File: src/rtl/esp8266_pkg.sv
// Shared encodings for the ESP8266 response decoder: FSM states, line-match codes,
// ASCII constants, the literal response lines and the optional command codes.
package esp8266_pkg;

    typedef enum logic [1:0] {
        ST_LINE    = 2'd0,
        ST_LEN     = 2'd1,
        ST_PAYLOAD = 2'd2
    } state_t;

    typedef enum logic [1:0] {
        MATCH_NONE  = 2'd0,
        MATCH_OK    = 2'd1,
        MATCH_ERR   = 2'd2,
        MATCH_READY = 2'd3
    } match_t;

    localparam logic [7:0] ASCII_CR    = 8'h0D;
    localparam logic [7:0] ASCII_LF    = 8'h0A;
    localparam logic [7:0] ASCII_COLON = 8'h3A;
    localparam logic [7:0] ASCII_COMMA = 8'h2C;
    localparam logic [7:0] ASCII_0     = 8'h30;
    localparam logic [7:0] ASCII_9     = 8'h39;
    localparam logic [7:0] ASCII_QUOTE = 8'h22;

    // Literals are packed first-character-high, matching a left-shifting byte history.
    localparam int LIT_BYTES = 6;
    localparam logic [23:0] LIT_OK    = {"OK", ASCII_CR};
    localparam logic [47:0] LIT_ERROR = {"ERROR", ASCII_CR};
    localparam logic [39:0] LIT_FAIL  = {"FAIL", ASCII_CR};
    localparam logic [47:0] LIT_READY = {"ready", ASCII_CR};
    localparam logic [39:0] LIT_IPD   = {"+IPD", ASCII_COMMA};

    localparam logic [2:0] CMD_PLAY  = 3'd1;
    localparam logic [2:0] CMD_STOP  = 3'd2;
    localparam logic [2:0] CMD_UP    = 3'd3;
    localparam logic [2:0] CMD_DOWN  = 3'd4;
    localparam logic [2:0] CMD_ON    = 3'd5;
    localparam logic [2:0] CMD_OFF   = 3'd6;
    localparam logic [2:0] CMD_OTHER = 3'd7;

    localparam logic [39:0] CMD_PREFIX = {ASCII_QUOTE, "C", ASCII_QUOTE, ASCII_COLON, ASCII_QUOTE};

    // tlen saturates at 5, so any over-long token falls through to CMD_OTHER.
    function automatic logic [2:0] cmd_lookup(input logic [31:0] tok, input logic [2:0] tlen);
        logic [2:0] code;
        code = CMD_OTHER;
        case (tlen)
            3'd2: begin
                if (tok[15:0] == "up")      code = CMD_UP;
                else if (tok[15:0] == "on") code = CMD_ON;
            end
            3'd3: begin
                if (tok[23:0] == "off") code = CMD_OFF;
            end
            3'd4: begin
                if (tok == "play")      code = CMD_PLAY;
                else if (tok == "stop") code = CMD_STOP;
                else if (tok == "down") code = CMD_DOWN;
            end
            default: code = CMD_OTHER;
        endcase
        return code;
    endfunction

endpackage

File: src/rtl/esp8266_line_match.sv
// Line buffer for the ESP8266 decoder: tracks the current line and flags OK/ERROR/FAIL/ready
// on the terminating '\n', plus the "+IPD," header as soon as its ',' arrives.
module esp8266_line_match
    import esp8266_pkg::*;
#(
    parameter int LINE_MAX = 8
) (
    input  logic       clk,
    input  logic       rst_n,
    input  logic [7:0] rx_data,
    input  logic       rx_valid,
    input  logic       active,
    output match_t     match,
    output logic       ipd_hdr
);

    localparam int            LW      = $clog2(LINE_MAX + 1);
    localparam logic [LW-1:0] LEN_SAT = LW'(LINE_MAX);

    // Only the newest LIT_BYTES bytes can ever take part in a match; the length
    // counter alone decides whether the line is exactly a literal or saturated.
    logic [8*LIT_BYTES-1:0] tail_q;
    logic [8*LIT_BYTES-1:0] tail_next;
    logic [LW-1:0]          len_q;
    logic [LW-1:0]          len_next;
    logic                   is_lf;
    logic                   take;

    assign is_lf     = (rx_data == ASCII_LF);
    assign take      = active && rx_valid;
    assign tail_next = {tail_q[8*LIT_BYTES-9:0], rx_data};
    assign len_next  = (len_q == LEN_SAT) ? len_q : len_q + 1'b1;

    // NOTE: every output of a combinational block gets a default first so no latch is inferred.
    always_comb begin
        match = MATCH_NONE;
        if (take && is_lf && len_q != LEN_SAT) begin
            if (len_q == LW'(3) && tail_q[23:0] == LIT_OK) begin
                match = MATCH_OK;
            end else if (len_q == LW'(6) && tail_q == LIT_ERROR) begin
                match = MATCH_ERR;
            end else if (len_q == LW'(5) && tail_q[39:0] == LIT_FAIL) begin
                match = MATCH_ERR;
            end else if (len_q == LW'(6) && tail_q == LIT_READY) begin
                match = MATCH_READY;
            end
        end
    end

    assign ipd_hdr = take && !is_lf && (len_q != LEN_SAT) &&
                     (len_next == LW'(5)) && (tail_next[39:0] == LIT_IPD);

    // NOTE: the buffer is a handful of flops, not a RAM, so it is reset like any other state.
    always_ff @(posedge clk or negedge rst_n) begin
        if (!rst_n) begin
            tail_q <= '0;
            len_q  <= '0;
        end else if (!active || (rx_valid && (is_lf || ipd_hdr))) begin
            tail_q <= '0;
            len_q  <= '0;
        end else if (rx_valid) begin
            tail_q <= tail_next;
            len_q  <= len_next;
        end
    end

endmodule

File: src/rtl/esp8266_decode.sv
// ESP8266 UART RX decoder: response-line classification and +IPD frame extraction.
// Optional "C" command matcher inside payloads is built when ESP_DEC_CMD_EN is defined.
module esp8266_decode
    import esp8266_pkg::*;
#(
    parameter int          MAX_LEN     = 512,
    parameter logic [23:0] TIMEOUT_CYC = 24'd5_000_000,
    parameter int          LINE_MAX    = 8
) (
    input  logic        Clk,
    input  logic        Rst_n,
    input  logic [7:0]  Rx_data,
    input  logic        Rx_valid,
    output logic        Ok_pulse,
    output logic        Err_pulse,
    output logic        Ready_pulse,
    output logic        Ipd_start,
    output logic [15:0] Ipd_len,
    output logic [7:0]  Ipd_data,
    output logic        Ipd_valid,
    output logic        Ipd_done,
    output logic        Ipd_abort
`ifdef ESP_DEC_CMD_EN
    ,
    output logic        Cmd_valid,
    output logic [2:0]  Cmd_code
`endif
);

    state_t      state_q, state_d;
    logic [16:0] acc_q, acc_d, acc_mul;
    logic [2:0]  ndig_q, ndig_d;
    logic [15:0] rem_q, rem_d;
    logic [23:0] idle_q, idle_d;
    logic        ok_d, err_d, ready_d, start_d, valid_d, done_d, abort_d;
    logic [15:0] len_d;
    logic [7:0]  data_d;
    logic        is_digit;
    logic        timed_out;
    match_t      lm_match;
    logic        lm_hdr;

    esp8266_line_match #(
        .LINE_MAX (LINE_MAX)
    ) u_line (
        .clk      (Clk),
        .rst_n    (Rst_n),
        .rx_data  (Rx_data),
        .rx_valid (Rx_valid),
        .active   (state_q == ST_LINE),
        .match    (lm_match),
        .ipd_hdr  (lm_hdr)
    );

    assign is_digit  = (Rx_data >= ASCII_0) && (Rx_data <= ASCII_9);
    assign acc_mul   = acc_q * 17'd10 + {13'd0, Rx_data[3:0]};
    assign timed_out = (idle_q == TIMEOUT_CYC - 24'd1);

    always_comb begin
        state_d = state_q;
        acc_d   = acc_q;
        ndig_d  = ndig_q;
        rem_d   = rem_q;
        idle_d  = '0;
        ok_d    = 1'b0;
        err_d   = 1'b0;
        ready_d = 1'b0;
        start_d = 1'b0;
        valid_d = 1'b0;
        done_d  = 1'b0;
        abort_d = 1'b0;
        len_d   = Ipd_len;
        data_d  = Ipd_data;

        case (state_q)
            ST_LINE: begin
                if (Rx_valid) begin
                    ok_d    = (lm_match == MATCH_OK);
                    err_d   = (lm_match == MATCH_ERR);
                    ready_d = (lm_match == MATCH_READY);
                    if (lm_hdr) begin
                        state_d = ST_LEN;
                        acc_d   = '0;
                        ndig_d  = '0;
                    end
                end
            end

            ST_LEN: begin
                if (Rx_valid) begin
                    if (is_digit) begin
                        if (ndig_q == 3'd5 || acc_mul > 17'(MAX_LEN)) begin
                            abort_d = 1'b1;
                            state_d = ST_LINE;
                        end else begin
                            acc_d  = acc_mul;
                            ndig_d = ndig_q + 3'd1;
                        end
                    end else if (Rx_data == ASCII_COLON && ndig_q != 3'd0) begin
                        start_d = 1'b1;
                        len_d   = acc_q[15:0];
                        if (acc_q == '0) begin
                            done_d  = 1'b1;
                            state_d = ST_LINE;
                        end else begin
                            rem_d   = acc_q[15:0];
                            state_d = ST_PAYLOAD;
                        end
                    end else begin
                        abort_d = 1'b1;
                        state_d = ST_LINE;
                    end
                end else if (timed_out) begin
                    abort_d = 1'b1;
                    state_d = ST_LINE;
                end else begin
                    idle_d = idle_q + 24'd1;
                end
            end

            ST_PAYLOAD: begin
                if (Rx_valid) begin
                    valid_d = 1'b1;
                    data_d  = Rx_data;
                    rem_d   = rem_q - 16'd1;
                    if (rem_q == 16'd1) begin
                        done_d  = 1'b1;
                        state_d = ST_LINE;
                    end
                end else if (timed_out) begin
                    abort_d = 1'b1;
                    state_d = ST_LINE;
                end else begin
                    idle_d = idle_q + 24'd1;
                end
            end

            default: state_d = ST_LINE;
        endcase
    end

    // NOTE: sequential state uses non-blocking assignments so every flop samples pre-edge values.
    always_ff @(posedge Clk or negedge Rst_n) begin
        if (!Rst_n) begin
            state_q     <= ST_LINE;
            acc_q       <= '0;
            ndig_q      <= '0;
            rem_q       <= '0;
            idle_q      <= '0;
            Ok_pulse    <= 1'b0;
            Err_pulse   <= 1'b0;
            Ready_pulse <= 1'b0;
            Ipd_start   <= 1'b0;
            Ipd_len     <= '0;
            Ipd_data    <= '0;
            Ipd_valid   <= 1'b0;
            Ipd_done    <= 1'b0;
            Ipd_abort   <= 1'b0;
        end else begin
            state_q     <= state_d;
            acc_q       <= acc_d;
            ndig_q      <= ndig_d;
            rem_q       <= rem_d;
            idle_q      <= idle_d;
            Ok_pulse    <= ok_d;
            Err_pulse   <= err_d;
            Ready_pulse <= ready_d;
            Ipd_start   <= start_d;
            Ipd_len     <= len_d;
            Ipd_data    <= data_d;
            Ipd_valid   <= valid_d;
            Ipd_done    <= done_d;
            Ipd_abort   <= abort_d;
        end
    end

`ifdef ESP_DEC_CMD_EN
    // Command matcher: a 4-byte history finds the "C":" prefix, then the token is
    // collected until the closing quote. Leaving PAYLOAD for any reason wipes it.
    logic [31:0] hist_q, hist_d;
    logic [31:0] tok_q, tok_d;
    logic [2:0]  tlen_q, tlen_d;
    logic        in_tok_q, in_tok_d;
    logic        cmd_valid_d;
    logic [2:0]  cmd_code_d;

    always_comb begin
        hist_d      = hist_q;
        tok_d       = tok_q;
        tlen_d      = tlen_q;
        in_tok_d    = in_tok_q;
        cmd_valid_d = 1'b0;
        cmd_code_d  = Cmd_code;
        if (state_q != ST_PAYLOAD) begin
            hist_d   = '0;
            tok_d    = '0;
            tlen_d   = '0;
            in_tok_d = 1'b0;
        end else if (Rx_valid) begin
            if (in_tok_q) begin
                if (Rx_data == ASCII_QUOTE) begin
                    cmd_valid_d = 1'b1;
                    cmd_code_d  = cmd_lookup(tok_q, tlen_q);
                    hist_d      = '0;
                    tok_d       = '0;
                    tlen_d      = '0;
                    in_tok_d    = 1'b0;
                end else begin
                    tok_d = {tok_q[23:0], Rx_data};
                    if (tlen_q != 3'd5) tlen_d = tlen_q + 3'd1;
                end
            end else begin
                hist_d = {hist_q[23:0], Rx_data};
                if ({hist_q, Rx_data} == CMD_PREFIX) begin
                    in_tok_d = 1'b1;
                    tok_d    = '0;
                    tlen_d   = '0;
                end
            end
        end
    end

    always_ff @(posedge Clk or negedge Rst_n) begin
        if (!Rst_n) begin
            hist_q    <= '0;
            tok_q     <= '0;
            tlen_q    <= '0;
            in_tok_q  <= 1'b0;
            Cmd_valid <= 1'b0;
            Cmd_code  <= '0;
        end else begin
            hist_q    <= hist_d;
            tok_q     <= tok_d;
            tlen_q    <= tlen_d;
            in_tok_q  <= in_tok_d;
            Cmd_valid <= cmd_valid_d;
            Cmd_code  <= cmd_code_d;
        end
    end
`endif

endmodule

File: config.mk
export PLATFORM = sky130hd
export DESIGN_NAME = esp8266_decode
export DESIGN_NICKNAME = d
export VERILOG_FILES = /design/src/rtl/esp8266_pkg.sv /design/src/rtl/esp8266_line_match.sv /design/src/rtl/esp8266_decode.sv
export SDC_FILE = /design/constraint.sdc
export NUM_CORES = 1
export LEC_CHECK = 0
export CELL_PAD_IN_SITES_DETAIL_PLACEMENT = 0
export CELL_PAD_IN_SITES_GLOBAL_PLACEMENT = 2
export CORE_ASPECT_RATIO = 0.7
export CORE_MARGIN = 2
export CORE_UTILIZATION = 25
export CTS_BUF_LIST = sky130_fd_sc_hd__clkbuf_8
export CTS_CLUSTER_DIAMETER = 40
export DETAILED_ROUTE_END_ITERATION = 7
export PLACE_DENSITY_LB_ADDON = 0.25
export SYNTH_ARGS = -nofsm -noshare
export SYNTH_HDL_FRONTEND = slang
export SYNTH_SLANG_ARGS = --single-unit
File: constraint.sdc
create_clock -name Clk -period 4.17 [get_ports Clk]
set_clock_uncertainty 0.2 [all_clocks]
set_input_delay 0.6255 -clock Clk [delete_from_list [all_inputs] [get_ports Clk]]
set_output_delay 0.6255 -clock Clk [all_outputs]
set_load 0.005 [all_outputs]
-- After elaboration in Yosys (flattened, before gate mapping)
Index checks and enable logic that the tools add are counted.
- add/subtract/negate cells: 5
- multipliers: 1
- order comparisons: 3
- equality and inequality tests: 32
- multiplexer cells: 68
- bitwise operators: 1
- reductions and logical operators: 31
- operator list (operator ; number):
    48-bit by 47-bit equality test with 1-bit output (second input constant) ; 2
    48-bit two-way mux ; 2
    17-bit two-way mux ; 5
    16-bit two-way mux ; 5
    24-bit two-way mux ; 3
    24-bit by 23-bit equality test with 1-bit output (second input constant) ; 2
    40-bit by 38-bit equality test with 1-bit output (second input constant) ; 1
    40-bit by 39-bit equality test with 1-bit output (second input constant) ; 1
    17-bit one-hot mux with 2 select lines ; 1
    16-bit one-hot mux with 2 select lines ; 1
    2-bit two-way mux ; 15
    24-bit by 1-bit adder with 24-bit output (second input constant) ; 1
    1-bit two-way mux ; 24
    2-bit != test (second input constant) ; 9
    17-bit by 4-bit adder with 17-bit output ; 1
    17-bit by 10-bit greater-than comparator with 1-bit output (second input constant) ; 1
    17-bit zero test ; 1
    17-bit by 3-bit multiplier with 16-bit output (second input constant) ; 1
    16-bit by 1-bit equality test with 1-bit output (second input constant) ; 1
    16-bit by 1-bit subtractor with 16-bit output (second input constant) ; 1
    3-bit two-way mux ; 5
    1-bit logical AND ; 14
    4-bit by 3-bit equality test with 1-bit output (second input constant) ; 3
    4-bit two-way mux ; 3
    26 further kinds ; 38
- bits in registers: 145
- bits of input ports: 11
- output and inout port bits: 31
- logic and storage cells: 157

-- Longest topological paths before layout
- depth after elaboration: 10
- mapped depth: 16
- gate-level depth less buffers: 14

-- Hierarchy
Synthesis repeated with hierarchy kept, for this count alone.
- cells, all modules: 824
- area total of the unflattened synthesis: 8136.6 um^2
- by module, submodules not included (module ; times used ; cells each ; area an instance (um^2) ; sequential area each (um^2)):
    esp8266_decode ; 1 ; 621 ; 5691.7 ; 2327.2
    esp8266_line_match ; 1 ; 203 ; 2444.8 ; 1301.2

-- Least setup slack after synthesis
No wires, ideal clock.
- path kind: flip-flop to flip-flop
- start: register acc_q[1]
- end: register acc_q[13]
- library setup time: 0.119 ns
- arrival: 3.769 ns
- data required time: 3.851 ns
- setup slack: 0.082 ns
- cell stages (with the launch flop): 17
- buffers on the path: 2
- clock period less this slack: 4.088 ns
- cells stage by stage: dfrtp_1 -> ha_1 -> ha_1 -> inv_1 -> fa_1 -> xnor2_1 -> o211ai_1 -> nor3_1 -> nand3_2 -> nor4_4 -> mux2_4 -> nor4b_4 -> o211a_1 -> buf_6 -> o21ai_4 -> buf_6 -> and2_1
- word-level cells in the longest chain between the ends: 6
- elaborated cells between the ends (all ways): 10
- classes of those cells: add/sub (1); mul (1); order compare (1); eq/ne (1); mux (4); reduce/logical (2)
- RTL lines (what ; RTL line ; RTL):
    start: declaration ; esp8266_decode.sv:31 ; logic [16:0] acc_q, acc_d, acc_mul;
    start signal: assignment ; esp8266_decode.sv:146 ; acc_q <= '0;
    start signal: assignment ; esp8266_decode.sv:161 ; acc_q <= acc_d;
    17-bit by 3-bit multiplier with 16-bit output * ; esp8266_decode.sv:56 ; assign acc_mul = acc_q * 17'd10 + {13'd0, Rx_data[3:0]};
    17-bit by 4-bit adder with 17-bit output * ; esp8266_decode.sv:56 ;
    17-bit by 10-bit greater-than comparator with 1-bit output or 17-bit two-way mux (tied branches) ; esp8266_decode.sv:92 ; if (ndig_q == 3'd5 || acc_mul > 17'(MAX_LEN)) begin
    1-bit logical OR or 17-bit two-way mux (tied branches) ; esp8266_decode.sv:92, esp8266_decode.sv:91 ;
    2-bit != test (no source line) or 17-bit two-way mux (tied branches) ; n/a ;
    6-bit AND reduction (no source line) or 17-bit one-hot mux with 2 select lines (tied branches) ; n/a ;
Mark *: on every way between the ends. The rest lies on a longest branch, timed or not. The select of a mux whose other input is x is not followed.
A chain may end at the register's enable or synchronous reset.

-- Final worst setup path
- start: register acc_q[4]
- end: register ndig_q[2]
- word-level cells in the longest chain between the ends: 6
- RTL lines (what ; RTL line ; RTL):
    17-bit by 3-bit multiplier with 16-bit output ; esp8266_decode.sv:56 ;
    17-bit by 4-bit adder with 17-bit output ; esp8266_decode.sv:56 ;
    17-bit by 10-bit greater-than comparator with 1-bit output ; esp8266_decode.sv:92 ;
    1-bit logical OR ; esp8266_decode.sv:92 ;
    2-bit != test (no source line) ; n/a ;
    6-bit AND reduction (no source line) ; n/a ;
    end signal: assignment ; esp8266_decode.sv:162 ; ndig_q <= ndig_d;
    end: declaration ; esp8266_decode.sv:32 ; logic [2:0] ndig_q, ndig_d;
Every way passes these cells.

==> reports/summary.log <==
qor: critical_path.end_kind flip-flop
qor: power_and_ir_drop.p_seq_frac 0.481
qor: power_and_ir_drop.power.switching_fraction 0.341
qor: power_and_ir_drop.psw 1.24 mW
qor: synth.portion_of_the_post_synthesis_area_used_by_sequential_elements 0.460
qor: synth.ys_warn_count 0
qor: synth.synthesis.area_per_instance 10.3 um2
qor: clocking.ctsHtreeMaxLevel 4
qor: finish.num_antenna_cells 0
qor: run_status.outcome finished clean
qor: synth.yosys-top-cells-area sky130_fd_sc_hd__dfrtp_1 46%, sky130_fd_sc_hd__ha_1 6.7%, sky130_fd_sc_hd__a22o_1 5.0%
qor: power_and_ir_drop.irDropWorstVdd 0.000159 V
qor: power_and_ir_drop.power_density 381 mW/mm2
qor: global_route.grt_pass1_wl 36700 um
qor: finish.number_of_fill_cells_in_the_layout 3284
qor: timing.achievable-frequency 0.252 GHz
qor: clocking.cts_tree built
qor: timing.rsz0062_at_grt false
qor: synth.area_of_the_mapped_netlist 0.00789 mm2
qor: synth.netlist_instances 765
qor: synth.postSynthRegisterBits 145
qor: die.floorplan.initialDensity 0.254
qor: die.cell_row_count 54
qor: job.cap_violations 0
qor: route.antenna_violating_nets_post_route 0
qor: critical_path.critical_path_arrival 4.18 ns
qor: critical_path.cp.required 4.38 ns
qor: timing.finalSetupTns 0 ns
qor: die.die_width 216 um
qor: timing.maxSlewHeadroom 0.431
qor: timing.minimum_clock_period_after_layout 3.97 ns
qor: global_route.first_global_vias 5968
qor: die.die-height 153 um
qor: placement.finalWeightedCongestion 0.742
qor: clocking.cts_max_path_buffers 2
qor: route.drtPass1Iterations 5
qor: min_path.holdCritPathClass input pin to async pin
qor: route.drt-wirelength-per-cell 17.7 um
qor: timing.timing.final.crit_share 0.951
qor: clocking.post_cts_hold_buffer_count 0
qor: clocking.number_of_sinks_on_the_clock_net 145
qor: route.routed_wl 22600 um
qor: die.die_area 0.0330 mm2
qor: finish.area_delta_synth_final 21.4%
qor: timing.slew_viol_final 0
qor: critical_path.worst-setup-path-type flip-flop to flip-flop
qor: placement.detailedPlacementHpwl 16200 um
qor: route.post-route-drc-count 0
qor: die.io-pin-count 42
qor: power_and_ir_drop.power.leakage 4.24 nW
qor: route.viasPerCell 4.76
qor: timing.final-setup-viol-count 0
qor: finish.design.final.nets 901
qor: synth.yosys.cell_types.count 70
qor: clocking.cts.reportedPaths.clkPinSlew 0.08 ns
qor: die.core_area 0.0311 mm2
qor: global_route.grt_max_degree 86
qor: synth.async_flop_share 1.00
qor: clocking.cts_buffers 17
qor: timing.fin_worst_hold_slack 0.0137 ns
qor: critical_path.r2r-start acc_q[4]
qor: power_and_ir_drop.p_int 2.40 mW
qor: critical_path.setup.worst_path.start acc_q[4]
qor: synth.synth_largest_type_area_fraction 0.460
qor: route.dr.first_iter.drc_count 402
qor: global_route.antenna_found_initial 0
qor: synth.synthesis.nets 820
qor: timing.finalHoldViolCount 0
qor: route.dr_total_vias 6082
qor: finish.drive_gt1_frac 0.162
qor: placement.preCtsSetupSlack -0.0164 ns
qor: placement.portBuffers 41
qor: clocking.clock_tree.root_cell sky130_fd_sc_hd__clkbuf_8
qor: critical_path.critical_path.max_fanout 5
qor: synth.synth.largest_area_cell sky130_fd_sc_hd__dfrtp_1
qor: clocking.clock_insertion_delay_worst_skew 0.48 ns
qor: timing.worst_pin_slew 0.853 ns
qor: power_and_ir_drop.power.combinational.fraction 0.211
qor: global_route.global_route.overflow_total 0
qor: power_and_ir_drop.power_frac_clock 0.308
qor: timing.postLayoutSetupSlackWorst 0.204 ns
qor: synth.netlist_top_cells_count 145 x sky130_fd_sc_hd__dfrtp_1, 64 x sky130_fd_sc_hd__nor2_1, 51 x sky130_fd_sc_hd__nand2_1, 45 x sky130_fd_sc_hd__a22o_1, 42 x sky130_fd_sc_hd__ha_1
qor: critical_path.timing.critical_path.from_type flip-flop
qor: synth.post-synth-top-count-cell sky130_fd_sc_hd__dfrtp_1
qor: power_and_ir_drop.total_power 3.64 mW
qor: global_route.grt.total_usage 0.143
qor: synth.synth-edff-count 0
qor: synth.synth_top_flop_cell sky130_fd_sc_hd__dfrtp_1
routing by layer:
| layer | share of wire | global-route usage | vias to the layer above |
|---|---|---|---|
| li1 | - | - | 2973 |
| met1 | 0.56 | 0.236 | 2988 |
| met2 | 0.38 | 0.176 | 104 |
| met3 | 0.047 | 0.0351 | 17 |
| met4 | 0.010 | 0.0372 | 0 |
| met5 | 0 | 0 | - |
power groups by stage:
stage / registers [mW] / logic, mW / clock network, mW
after CTS: 1.75 / 0.769 / 1.17
after detailed placement: 1.78 / 0.767 / 0
after global routing: 1.78 / 0.863 / 1.23
after global placement: 1.78 / 0.773 / 0
after floorplan: 1.70 / 0.509 / 0
final: 1.75 / 0.769 / 1.12
stage by stage:
| stage | cell area, um2 | util | std cells |
|---|---|---|---|
| 4_1_cts | 9470 | 0.305 | 1275 |
| 2_1_floorplan | 7890 | - | 765 |
| 3_5_place_dp | 9090 | 0.292 | 1244 |
| 6_report | 9570 | 0.308 | 1278 |
| 3_3_place_gp | 9090 | 0.292 | 1244 |
| 5_1_grt | 9570 | 0.308 | 1278 |
layout by cell type (no fill, tap or decap), types with 16 or more instances in the layout:
master and n:
sky130_fd_sc_hd__a21oi_1 29, sky130_fd_sc_hd__a22o_1 45, sky130_fd_sc_hd__buf_4 50, sky130_fd_sc_hd__clkbuf_8 19, sky130_fd_sc_hd__clkdlybuf4s50_1 40, sky130_fd_sc_hd__dfrtp_1 145
sky130_fd_sc_hd__ha_1 39, sky130_fd_sc_hd__inv_1 33, sky130_fd_sc_hd__mux2_2 24, sky130_fd_sc_hd__nand2_1 51, sky130_fd_sc_hd__nand3_1 24, sky130_fd_sc_hd__nor2_1 63
sky130_fd_sc_hd__nor3_1 25, sky130_fd_sc_hd__o21ai_0 34, sky130_fd_sc_hd__xnor2_1 16, sky130_fd_sc_hd__xor2_1 17
critical path, cell delays in order, from the launching register on:
cell                       delay [ns]
sky130_fd_sc_hd__dfrtp_1         0.41
sky130_fd_sc_hd__buf_4           0.18
sky130_fd_sc_hd__ha_1            0.34
sky130_fd_sc_hd__ha_4            0.30
sky130_fd_sc_hd__o21ai_4         0.07
sky130_fd_sc_hd__or4b_4          0.50
sky130_fd_sc_hd__o311ai_4        0.12
sky130_fd_sc_hd__nand3_2         0.15
sky130_fd_sc_hd__nor4_4          0.28
sky130_fd_sc_hd__mux2_4          0.34
sky130_fd_sc_hd__nor4b_4         0.28
sky130_fd_sc_hd__buf_4           0.17
sky130_fd_sc_hd__o211ai_1        0.12
sky130_fd_sc_hd__nor4bb_1        0.30
sky130_fd_sc_hd__a311o_1         0.15
sequential cells by signal (all words and copies together), names as in the netlist, 2 cells and up:
signal         count
u_line.tail_q     48
idle_q            24
acc_q             17
Ipd_len           16
rem_q             16
Ipd_data           8
u_line.len_q       4
ndig_q             3
state_q            2
cells by family after synthesis:
group / count (synthesis) / synth area share
simple gates: 268 / 0.183
compound gates: 183 / 0.174
flops: 145 / 0.460
buf+inv: 62 / 0.0316
fa+ha+maj: 44 / 0.0717
xor+xnor: 35 / 0.0389
mux: 28 / 0.0400
worst paths after layout:
kind	slack, ns	depth (start not counted)	end
worst max-delay path	0.20	14	ndig_q[2]
worst min-delay path	0.01	1	u_line.tail_q[23]
worst max register to register	0.20	14	ndig_q[2]
worst min register to register	0.29	2	Ipd_data[1]
max in group asynchronous	2.93	2	u_line.tail_q[4]
min in group Clk	0.29	2	Ipd_data[1]
layout make-up:
cell class | count | area [um2] | share of cell area
Sequential cell | 145 | 3630 | 0.379
Timing Repair Buffer | 92 | 807 | 0.0843
Inverter | 32 | 120 | 0.0125
Clock inverter | 12 | 119 | 0.0124
Multi-Input combinational cell | 558 | 4110 | 0.429
Tap cell | 420 | 526 | 0.0549
Clock buffer | 19 | 262 | 0.0273
repair_timing:
action                                  CTS  global route
buffers inserted                          0             3
endpoints found under the setup margin    0            23
gates resized for setup                   0            17
(Power assumes the default switching activity.)
